$ cat config.mk
export PLATFORM = sky130hd
export DESIGN_NAME = buyruk_kuyrugu_flat
export DESIGN_NICKNAME = d
export VERILOG_FILES = /design/src/rtl/buyruk_kuyrugu_pkg.sv /design/src/rtl/buyruk_kuyrugu_if.sv /design/src/rtl/buyruk_kuyrugu_bellek.sv /design/src/rtl/buyruk_kuyrugu.sv /design/src/flat_wrapper.sv
export SDC_FILE = /design/constraint.sdc
export NUM_CORES = 1
export LEC_CHECK = 0
export ABC_CLOCK_PERIOD_IN_PS = 4100
export CORE_ASPECT_RATIO = 1.1
export CORE_MARGIN = 4
export CORE_UTILIZATION = 30
export DETAILED_ROUTE_END_ITERATION = 16
export GPL_TIMING_DRIVEN = 0
export PLACE_DENSITY = 0.59
export SLEW_MARGIN = 15
export SYNTH_ARGS = -nofsm -noshare
export SYNTH_HDL_FRONTEND = slang
export SYNTH_SLANG_ARGS = --single-unit
$ cat constraint.sdc
create_clock -name clk_g -period 4.1 [get_ports clk_g]
set_input_delay 0.82 -clock clk_g [delete_from_list [all_inputs] [get_ports clk_g]]
set_output_delay 0.82 -clock clk_g [all_outputs]
set_load 0.005 [all_outputs]
$ cat src/rtl/buyruk_kuyrugu_pkg.sv
// Shared constants for the fetch-to-decode instruction queue.
package buyruk_kuyrugu_pkg;

    localparam int KB_DERINLIK   = 4;   // queue depth in entries
    localparam int KB_BUYRUK_BIT = 32;  // instruction width
    localparam int KB_ADRES_BIT  = 32;  // instruction address width

    // Slots kept free so the instruction the front end still presents
    // after the stall drops has somewhere to land.
    localparam int KB_AYRILMIS_YER = 2;

endpackage

$ cat src/rtl/buyruk_kuyrugu_if.sv
// Decode-side stream of the instruction queue.
// Handshake: a head entry transfers in every cycle where coz_gecerli_c and
// coz_hazir_g are both high at the rising clock edge; coz_buy_c/coz_ps_c are
// meaningful only while coz_gecerli_c is high, and coz_gecerli_c does not
// depend on coz_hazir_g.
interface buyruk_kuyrugu_if
    import buyruk_kuyrugu_pkg::*;
#(
    parameter int BUYRUK_BIT = KB_BUYRUK_BIT,
    parameter int ADRES_BIT  = KB_ADRES_BIT
) ();

    logic                  coz_gecerli_c;
    logic [BUYRUK_BIT-1:0] coz_buy_c;
    logic [ADRES_BIT-1:0]  coz_ps_c;
    logic                  coz_hazir_g;

    // The queue drives the stream, decode consumes it.
    modport master (
        output coz_gecerli_c,
        output coz_buy_c,
        output coz_ps_c,
        input  coz_hazir_g
    );

    modport slave (
        input  coz_gecerli_c,
        input  coz_buy_c,
        input  coz_ps_c,
        output coz_hazir_g
    );

endinterface

$ cat src/rtl/buyruk_kuyrugu_bellek.sv
// Queue storage: one write port, one asynchronous read port, no reset.
module buyruk_kuyrugu_bellek #(
    parameter int DERINLIK = 4,
    parameter int GENISLIK = 64
) (
    input  logic                        clk_g,
    input  logic                        yaz_en,
    input  logic [$clog2(DERINLIK)-1:0] yaz_adr,
    input  logic [GENISLIK-1:0]         yaz_veri,
    input  logic [$clog2(DERINLIK)-1:0] oku_adr,
    output logic [GENISLIK-1:0]         oku_veri
);

    logic [GENISLIK-1:0] mem_q [DERINLIK];

    // Write the addressed entry; contents are don't-care until written.
    always_ff @(posedge clk_g) begin
        if (yaz_en) begin
            mem_q[yaz_adr] <= yaz_veri;
        end
    end

    assign oku_veri = mem_q[oku_adr];

endmodule

$ cat src/rtl/buyruk_kuyrugu.sv
// Instruction queue between fetch and decode: turns the front end's sticky
// valid/instruction outputs into a valid/ready stream, drives the front-end
// stall, and holds a back-end redirect until the front end takes it.
module buyruk_kuyrugu
    import buyruk_kuyrugu_pkg::*;
#(
    parameter int DERINLIK   = KB_DERINLIK,
    parameter int BUYRUK_BIT = KB_BUYRUK_BIT,
    parameter int ADRES_BIT  = KB_ADRES_BIT
) (
    input  logic                  clk_g,
    input  logic                  rst_n_g,
    input  logic                  on_buy_gecerli_g,
    input  logic [BUYRUK_BIT-1:0] on_buy_g,
    input  logic [ADRES_BIT-1:0]  on_buy_ps_g,
    output logic                  gc_hazir_c,
    output logic                  bb_buy_istek_c,
    output logic [ADRES_BIT-1:0]  bb_buy_istek_adres_c,
    input  logic                  yonlendir_g,
    input  logic [ADRES_BIT-1:0]  yonlendir_adres_g,
    buyruk_kuyrugu_if.master      coz
);

    localparam int PW = $clog2(DERINLIK);
    localparam int CW = PW + 1;
    localparam int GW = BUYRUK_BIT + ADRES_BIT;

    logic [CW-1:0]        doluluk_q, doluluk_d;
    logic [PW-1:0]        rd_ptr_q, rd_ptr_d;
    logic [PW-1:0]        wr_ptr_q, wr_ptr_d;
    logic                 hazir_onceki_q, hazir_onceki_d;
    logic                 istek_bekliyor_q, istek_bekliyor_d;
    logic [ADRES_BIT-1:0] istek_adres_q, istek_adres_d;

    logic [CW-1:0]        bos_yer;
    logic                 istek_ver;
    logic                 yaz;
    logic                 oku;
    logic [GW-1:0]        bas_veri;

    // A pending request lives exactly one cycle; that cycle is the handoff.
    assign istek_ver  = istek_bekliyor_q;
    assign bos_yer    = CW'(DERINLIK) - doluluk_q;
    assign gc_hazir_c = istek_ver
                      | ((bos_yer >= CW'(KB_AYRILMIS_YER)) & ~istek_bekliyor_q);

    // Only an instruction the front end advanced to last cycle is new.
    assign yaz = on_buy_gecerli_g & hazir_onceki_q & ~istek_bekliyor_q & ~yonlendir_g;
    assign oku = coz.coz_gecerli_c & coz.coz_hazir_g & ~yonlendir_g;

    assign bb_buy_istek_c       = istek_bekliyor_q;
    assign bb_buy_istek_adres_c = istek_adres_q;

    assign coz.coz_gecerli_c = (doluluk_q != '0);
    assign coz.coz_buy_c     = bas_veri[GW-1:ADRES_BIT];
    assign coz.coz_ps_c      = bas_veri[ADRES_BIT-1:0];

    buyruk_kuyrugu_bellek #(
        .DERINLIK (DERINLIK),
        .GENISLIK (GW)
    ) u_bellek (
        .clk_g    (clk_g),
        .yaz_en   (yaz),
        .yaz_adr  (wr_ptr_q),
        .yaz_veri ({on_buy_g, on_buy_ps_g}),
        .oku_adr  (rd_ptr_q),
        .oku_veri (bas_veri)
    );

    // Next-state for occupancy, pointers and redirect bookkeeping.
    always_comb begin
        doluluk_d        = doluluk_q;
        rd_ptr_d         = rd_ptr_q;
        wr_ptr_d         = wr_ptr_q;
        hazir_onceki_d   = istek_ver ? 1'b0 : gc_hazir_c;
        istek_bekliyor_d = 1'b0;
        istek_adres_d    = istek_adres_q;

        if (yonlendir_g) begin
            doluluk_d        = '0;
            rd_ptr_d         = '0;
            wr_ptr_d         = '0;
            istek_bekliyor_d = 1'b1;
            istek_adres_d    = yonlendir_adres_g;
        end else begin
            if (yaz) begin
                wr_ptr_d = wr_ptr_q + PW'(1);
            end
            if (oku) begin
                rd_ptr_d = rd_ptr_q + PW'(1);
            end
            case ({yaz, oku})
                2'b10:   doluluk_d = doluluk_q + CW'(1);
                2'b01:   doluluk_d = doluluk_q - CW'(1);
                default: doluluk_d = doluluk_q;
            endcase
        end
    end

    // State registers with synchronous active-low reset.
    always_ff @(posedge clk_g) begin
        if (!rst_n_g) begin
            doluluk_q        <= '0;
            rd_ptr_q         <= '0;
            wr_ptr_q         <= '0;
            hazir_onceki_q   <= 1'b0;
            istek_bekliyor_q <= 1'b0;
            istek_adres_q    <= '0;
        end else begin
            doluluk_q        <= doluluk_d;
            rd_ptr_q         <= rd_ptr_d;
            wr_ptr_q         <= wr_ptr_d;
            hazir_onceki_q   <= hazir_onceki_d;
            istek_bekliyor_q <= istek_bekliyor_d;
            istek_adres_q    <= istek_adres_d;
        end
    end

endmodule
$ cat src/flat_wrapper.sv
// flat-port wrapper written by rule: the top's interface ports become plain ports
module buyruk_kuyrugu_flat import buyruk_kuyrugu_pkg::*;
#(
    parameter int DERINLIK   = KB_DERINLIK,
    parameter int BUYRUK_BIT = KB_BUYRUK_BIT,
    parameter int ADRES_BIT  = KB_ADRES_BIT
)
  (clk_g, rst_n_g, on_buy_gecerli_g, on_buy_g, on_buy_ps_g, gc_hazir_c, bb_buy_istek_c, bb_buy_istek_adres_c, yonlendir_g, yonlendir_adres_g, coz_coz_gecerli_c, coz_coz_buy_c, coz_coz_ps_c, coz_coz_hazir_g);
  buyruk_kuyrugu_if #(.BUYRUK_BIT(BUYRUK_BIT), .ADRES_BIT(ADRES_BIT)) coz_i ();
  input  logic clk_g;
  input  logic rst_n_g;
  input  logic on_buy_gecerli_g;
  input  logic [BUYRUK_BIT-1:0] on_buy_g;
  input  logic [ADRES_BIT-1:0] on_buy_ps_g;
  output logic gc_hazir_c;
  output logic bb_buy_istek_c;
  output logic [ADRES_BIT-1:0] bb_buy_istek_adres_c;
  input  logic yonlendir_g;
  input  logic [ADRES_BIT-1:0] yonlendir_adres_g;
  output wire logic [$bits(coz_i.coz_gecerli_c)-1:0] coz_coz_gecerli_c;
  output wire logic [$bits(coz_i.coz_buy_c)-1:0] coz_coz_buy_c;
  output wire logic [$bits(coz_i.coz_ps_c)-1:0] coz_coz_ps_c;
  input wire logic [$bits(coz_i.coz_hazir_g)-1:0] coz_coz_hazir_g;
  assign coz_coz_gecerli_c = coz_i.coz_gecerli_c;
  assign coz_coz_buy_c = coz_i.coz_buy_c;
  assign coz_coz_ps_c = coz_i.coz_ps_c;
  assign coz_i.coz_hazir_g = coz_coz_hazir_g;
  buyruk_kuyrugu #(.DERINLIK(DERINLIK), .BUYRUK_BIT(BUYRUK_BIT), .ADRES_BIT(ADRES_BIT)) u_core (.clk_g(clk_g), .rst_n_g(rst_n_g), .on_buy_gecerli_g(on_buy_gecerli_g), .on_buy_g(on_buy_g), .on_buy_ps_g(on_buy_ps_g), .gc_hazir_c(gc_hazir_c), .bb_buy_istek_c(bb_buy_istek_c), .bb_buy_istek_adres_c(bb_buy_istek_adres_c), .yonlendir_g(yonlendir_g), .yonlendir_adres_g(yonlendir_adres_g), .coz(coz_i));
endmodule
======== Word level (Yosys, flattened, before mapping) ========
Memories as Yosys holds them, arrays and structs flattened. A register that Yosys moved wholly into a read port is not among the register bits.
Cells that the tools add are included.
Widths: inputs -> output; s select.
word-level totals
  flip-flop bits (word level) ............. 41
  memories kept ........................... 1
  bits in writable memories ............... 256
  input bits .............................. 101
memory list
  name                   words  bits a word  read ports  clocked after memory_dff  write ports  line                         RTL
  u_core.u_bellek.mem_q  4      64           1           1                         1            buyruk_kuyrugu_bellek.sv:14  logic [GENISLIK-1:0] mem_q [DERINLIK];
cells by class
  $add $sub $neg .......................... 5
  reductions and logical operators ........ 4
  magnitude comparators ................... 1
  bitwise gates (word level) .............. 10
  multiplexer cells ....................... 6
  eq/ne operators ......................... 2
operators with widths
  operator             number
  $and 1x1->1          6
  $pmux 3 s2           1
  $add 2x1->2 const B  2
  $mux 2               2
  $reduce_or 2->1      2
  $add 3x1->3 const B  1
  $ge 3x2->1 const B   1
  $mux 1               3
  $not 1->1            3
  $reduce_bool 3->1    1
  $sub 3x1->3 const B  1
  $sub 3x3->3 const A  1
  $eq 2x1->1 const B   1
  $eq 2x2->1 const B   1
  $reduce_bool 2->1    1
  $or 1x1->1           1

======== Longest topological paths before layout ========
  depth in word-level cells ............... 5
  depth in mapped cells ................... 11

======== Cells and area by module ========
A second synthesis with hierarchy kept.
unflattened totals
  cells, all modules ...................... 489
  area total of the unflattened synthesis .. 10913.0 µm²
by module, submodules not included
  module                 cells an instance  instances  area an instance (µm²)  seq. area each (µm²)
  buyruk_kuyrugu_bellek  338                1          9341.5                  7687.4
  buyruk_kuyrugu         151                1          1571.5                  820.8

======== Worst setup path after synthesis ========
Ideal clock, no wire load.
  path kind ............................... input to register
  from .................................... input yonlendir_g
  to ...................................... memory u_core.u_bellek.mem_q[0][0], enable pin
  data required time ...................... 3.671 ns
  path slack .............................. 0.778 ns
  data arrival time ....................... 2.893 ns
  path buffers ............................ 2
  stages on the path ...................... 4
  cells stage by stage .................... buf_2 and4bb_1 buf_2 and2_1
on the way
  cells in the longest elaborated chain, start to end .. 4
ends and longest elaborated chain
  what                          line                         RTL
  from (decl)                   flat_wrapper.sv:18           input logic yonlendir_g;
  $not 1->1                     buyruk_kuyrugu.sv:48         assign yaz = on_buy_gecerli_g & hazir_onceki_q & ~istek_bekliyor_q & ~yonlendir_g;
  $and 1x1->1                   buyruk_kuyrugu.sv:48
  $mux 1                        buyruk_kuyrugu_bellek.sv:18  if (yaz_en) begin
  $mux 1 (not written as such)  buyruk_kuyrugu_bellek.sv:19  mem_q[yaz_adr] <= yaz_veri;
  to (decl)                     buyruk_kuyrugu_bellek.sv:14
No other way between the ends.

======== Final worst setup path ========
  from .................................... register u_core.doluluk_q[0]
  to ...................................... output gc_hazir_c
on the way
  cells in the longest elaborated chain, start to end .. 4
ends and longest elaborated chain
  what                    line                   RTL
  from (decl)             buyruk_kuyrugu.sv:28   logic [CW-1:0] doluluk_q, doluluk_d;
  from (signal assigned)  buyruk_kuyrugu.sv:110  doluluk_q <= doluluk_d;
  $sub 3x3->3             buyruk_kuyrugu.sv:43   assign bos_yer = CW'(DERINLIK) - doluluk_q;
  $ge 3x2->1              buyruk_kuyrugu.sv:45   | ((bos_yer >= CW'(KB_AYRILMIS_YER)) & ~istek_bekliyor_q);
  $and 1x1->1             buyruk_kuyrugu.sv:45
  $or 1x1->1              buyruk_kuyrugu.sv:45
  to (decl)               flat_wrapper.sv:15     output logic gc_hazir_c;
No other way between the ends.

==> flow_metrics.tcl <==
set metrics [dict create \
    place.gp.congestion 0.732 \
    setup_viol 0 \
    synth_most_common_cell "edfxtp_1" \
    port_buffers 198 \
    start_util_pct 30.4 \
    coreArea_um2 36200 \
    regArea_um2 8550 \
    finalNetCount 846 \
    critPathBufInv 2 \
    whs_endpoint "u_core.hazir_onceki_q" \
    fill_cells 3272 \
    multi_input_area_um2 2200 \
    cp.arrival_ns 2.35 \
    syn_avg_cell_area_um2 22.1 \
    first_global_vias 6095 \
    r2r_cells 11 \
    fin_crit_sh_pct 77.4 \
    rows 73 \
    pin_count 200 \
    pwr_density_cell_nw_per_um2 445 \
    report.final.slew_viol_count 0 \
    utilization_pct 40.8 \
    cp-end-kind "primary output" \
    r2r_end "u_core.doluluk_q[2]" \
    synth_flop_cell "edfxtp_1" \
    synthesis.instances 498 \
    ctsHoldBuffers 0 \
    via_per_inst 4.37 \
    cts_tree "done" \
    synth_seq_cells 299 \
    post_cts_buffers 0 \
    antenna_found_initial 1 \
    path_max_fanout 3 \
    vdd_drop_max_v 0.000296 \
    yosysTopAreaCellShare_pct 70.0 \
    crit_type "reg2out" \
    slew_headroom_pct 62.5 \
    initialDrtViolationCount 186 \
    worst_pin_slew_ns 0.563 \
    cts-htree-levels 2 \
    drc 0 \
    wl_per_cell_um 18.8 \
    cts_resized 0 \
    fin_skew_ns 0.0109 \
    drive_gt1_share_pct 18.1 \
    clkLatencyLatePin_ns 0.50 \
    path_cells "inv_1 -> ha_1 -> ha_1 -> or4b_1 -> clkdlybuf4s50_1" \
    syn_to_final_growth_pct 34.5 \
    clkSinkCount 299 \
    die_h_um 209 \
    design.die.area_um2 39700 \
    critical_path.top_delay_family "buffers and inverters" \
    period_minus_slack_ns 3.17 \
    synth_commonest_cells "256 x edfxtp_1, 64 x mux4_2, 43 x dfxtp_1" \
    num_vias 5450 \
    ys_warn_count 0 \
    worstReg2RegStart "u_core.doluluk_q[0]" \
    worst_ep_required_time_ns 3.28 \
    fmax_ghz 0.315 \
    synth.cell_area_um2 11000 \
    diodes 0 \
    syn-num-nets 608 \
    status "finished clean" \
    grtUsageTotal_pct 11.8 \
    ys_seq_area_share_pct 77.8 \
    root_buffer "clkbuf_16" \
    dpl.hpwl_um 14600 \
    synth_edf_count 256 \
    p_leak_nw 4.82 \
    rsz0062_at_grt "false" \
    slowest_stage "clkdlybuf4s50_1" \
    holdPathStages 1 \
    synth_area_leader_cell "edfxtp_1" \
    r2r_setup_slack_ns 1.59 \
    synth_cell_types 26 \
    grt_max_degree 38 \
    wirelength_um 23500 \
    final_antenna_net_count 0 \
    synthArstFlopShare_pct 0 \
    clk_pin_slew_ns 0.06 \
    overflow 0 \
    cp-start-kind "flip-flop" \
    max_stage_delay_ns 0.49 \
    numCtsBuffers 34 \
    crit_path_frequent_cell "ha_1" \
    finalHoldViolations 0 \
    stdcell_area_um2 14800 \
    drt_first_pass_iters 4 \
    min_path_type "reg2reg" \
    cap_violations 0 \
    synth.area.top_cells "edfxtp_1 70%, mux4_2 13%, dfxtp_1 7.8%, mux2i_1 3.0%, nor2_1 1.4%" \
    fp.dieW_um 190 \
    cts_buffer_depth 3 \
    min_from "u_core.bb_buy_istek_c" \
    postPlaceCellArea_um2 13700 \
    grt_pass1_wl_um 36100 \
]
-- registers in the layout, summed over array words and instances, names as in the netlist, named ones only --
| name | flops |
|---|---|
| u_core.u_bellek.mem_q | 256 |
| u_core.bb_buy_istek_adres_c | 32 |
| u_core.bb_buy_istek_c | 1 |
| u_core.doluluk_q | 3 |
| u_core.wr_ptr_q | 2 |
| u_core.hazir_onceki_q | 1 |
| u_core.rd_ptr_q | 2 |
-- cell families (layout without fill, tap and decap cells) --
group                      count (synthesis)  after routing  synth area share, %
muxes                                     97             97                 16.1
DFF                                      299            299                 77.8
buffers and inverters                     32            293                 2.19
adders and majority gates                  9              9                 1.09
AOI/OAI and AO/OA                          3              3                0.137
and+or+nand+nor                           53             53                 2.22
xor gates and xnor gates                   5              5                0.399
-- layout by cell type, fill, tap and decap left out, drive strengths merged, types with 3 or more instances in the layout --
cell type	count
dfxtp	43
clkbuf	47
xnor2	3
clkinv	13
inv	10
mux4	64
clkdlybuf4s50	198
edfxtp	256
mux2i	33
nor2	41
ha	8
and2	5
buf	22
-- worst reg2reg max path, stage by stage, from the launching register on --
cell and delay [ns]:
dfxtp_1 0.35, inv_1 0.10, ha_1 0.21, ha_1 0.22, nor2b_1 0.17, and2_1 0.15
ha_1 0.17, inv_1 0.07, fa_1 0.43, xor2_1 0.15, or3_1 0.31, a21oi_1 0.14
-- routing by layer --
| metal | part of all wire [%] | global-route usage, % |
|---|---|---|
| met3 | 8.8 | 4.86 |
| met1 | 42 | 14.4 |
| met4 | 2.0 | 3.02 |
| met5 | 0.055 | 0 |
| met2 | 47 | 19.4 |
-- power by group --
group	switching (mW)	internal, mW
clock	1.17	1.76
sequential	0.0148	3.34
combinational	0.104	0.179
-- how the worst max path moves through the flow --
stage	start	endpoint	slack [ns]	cells past startpoint
2_1_floorplan	yonlendir_g	u_core.u_bellek.mem_q[0][0]	0.78	4
3_3_place_gp	on_buy_gecerli_g	u_core.u_bellek.mem_q[2][21]	-1.11	4
3_5_place_dp	on_buy_gecerli_g	u_core.doluluk_q[2]	1.12	10
4_1_cts	flip-flop	coz_coz_ps_c[25]	0.84	4
5_1_grt	flip-flop	coz_coz_ps_c[25]	0.76	4
6_report	u_core.doluluk_q[0]	gc_hazir_c	0.93	5
-- metrics by stage --
step / cells / worst slack (ns) / setup TNS, ns / power (mW) / hold WS, ns
global placement: 1183 / -1.11 / -269.22 / 3.70 / 0.469
detailed placement: 1187 / 1.12 / 0 / 3.70 / 0.470
CTS: 1246 / 0.839 / 0 / 6.68 / 0.484
global route: 1246 / 0.759 / 0 / 6.83 / 0.506
finish: 1246 / 0.928 / 0 / 6.57 / 0.483
floorplan: 498 / 0.778 / 0 / 3.49 / 0.451
-- cell type report --
| class | count | share of cell area, % |
|---|---|---|
| clock buffer | 43 | 6.42 |
| timing repair buffer | 202 | 14.1 |
| clock inverter | 16 | 0.923 |
| multi-input combinational | 167 | 14.9 |
| buffer | 22 | 1.37 |
| inverter | 10 | 0.254 |
| sequential | 299 | 57.9 |
| tap | 487 | 4.13 |
Power figures use the tool's default switching activity.
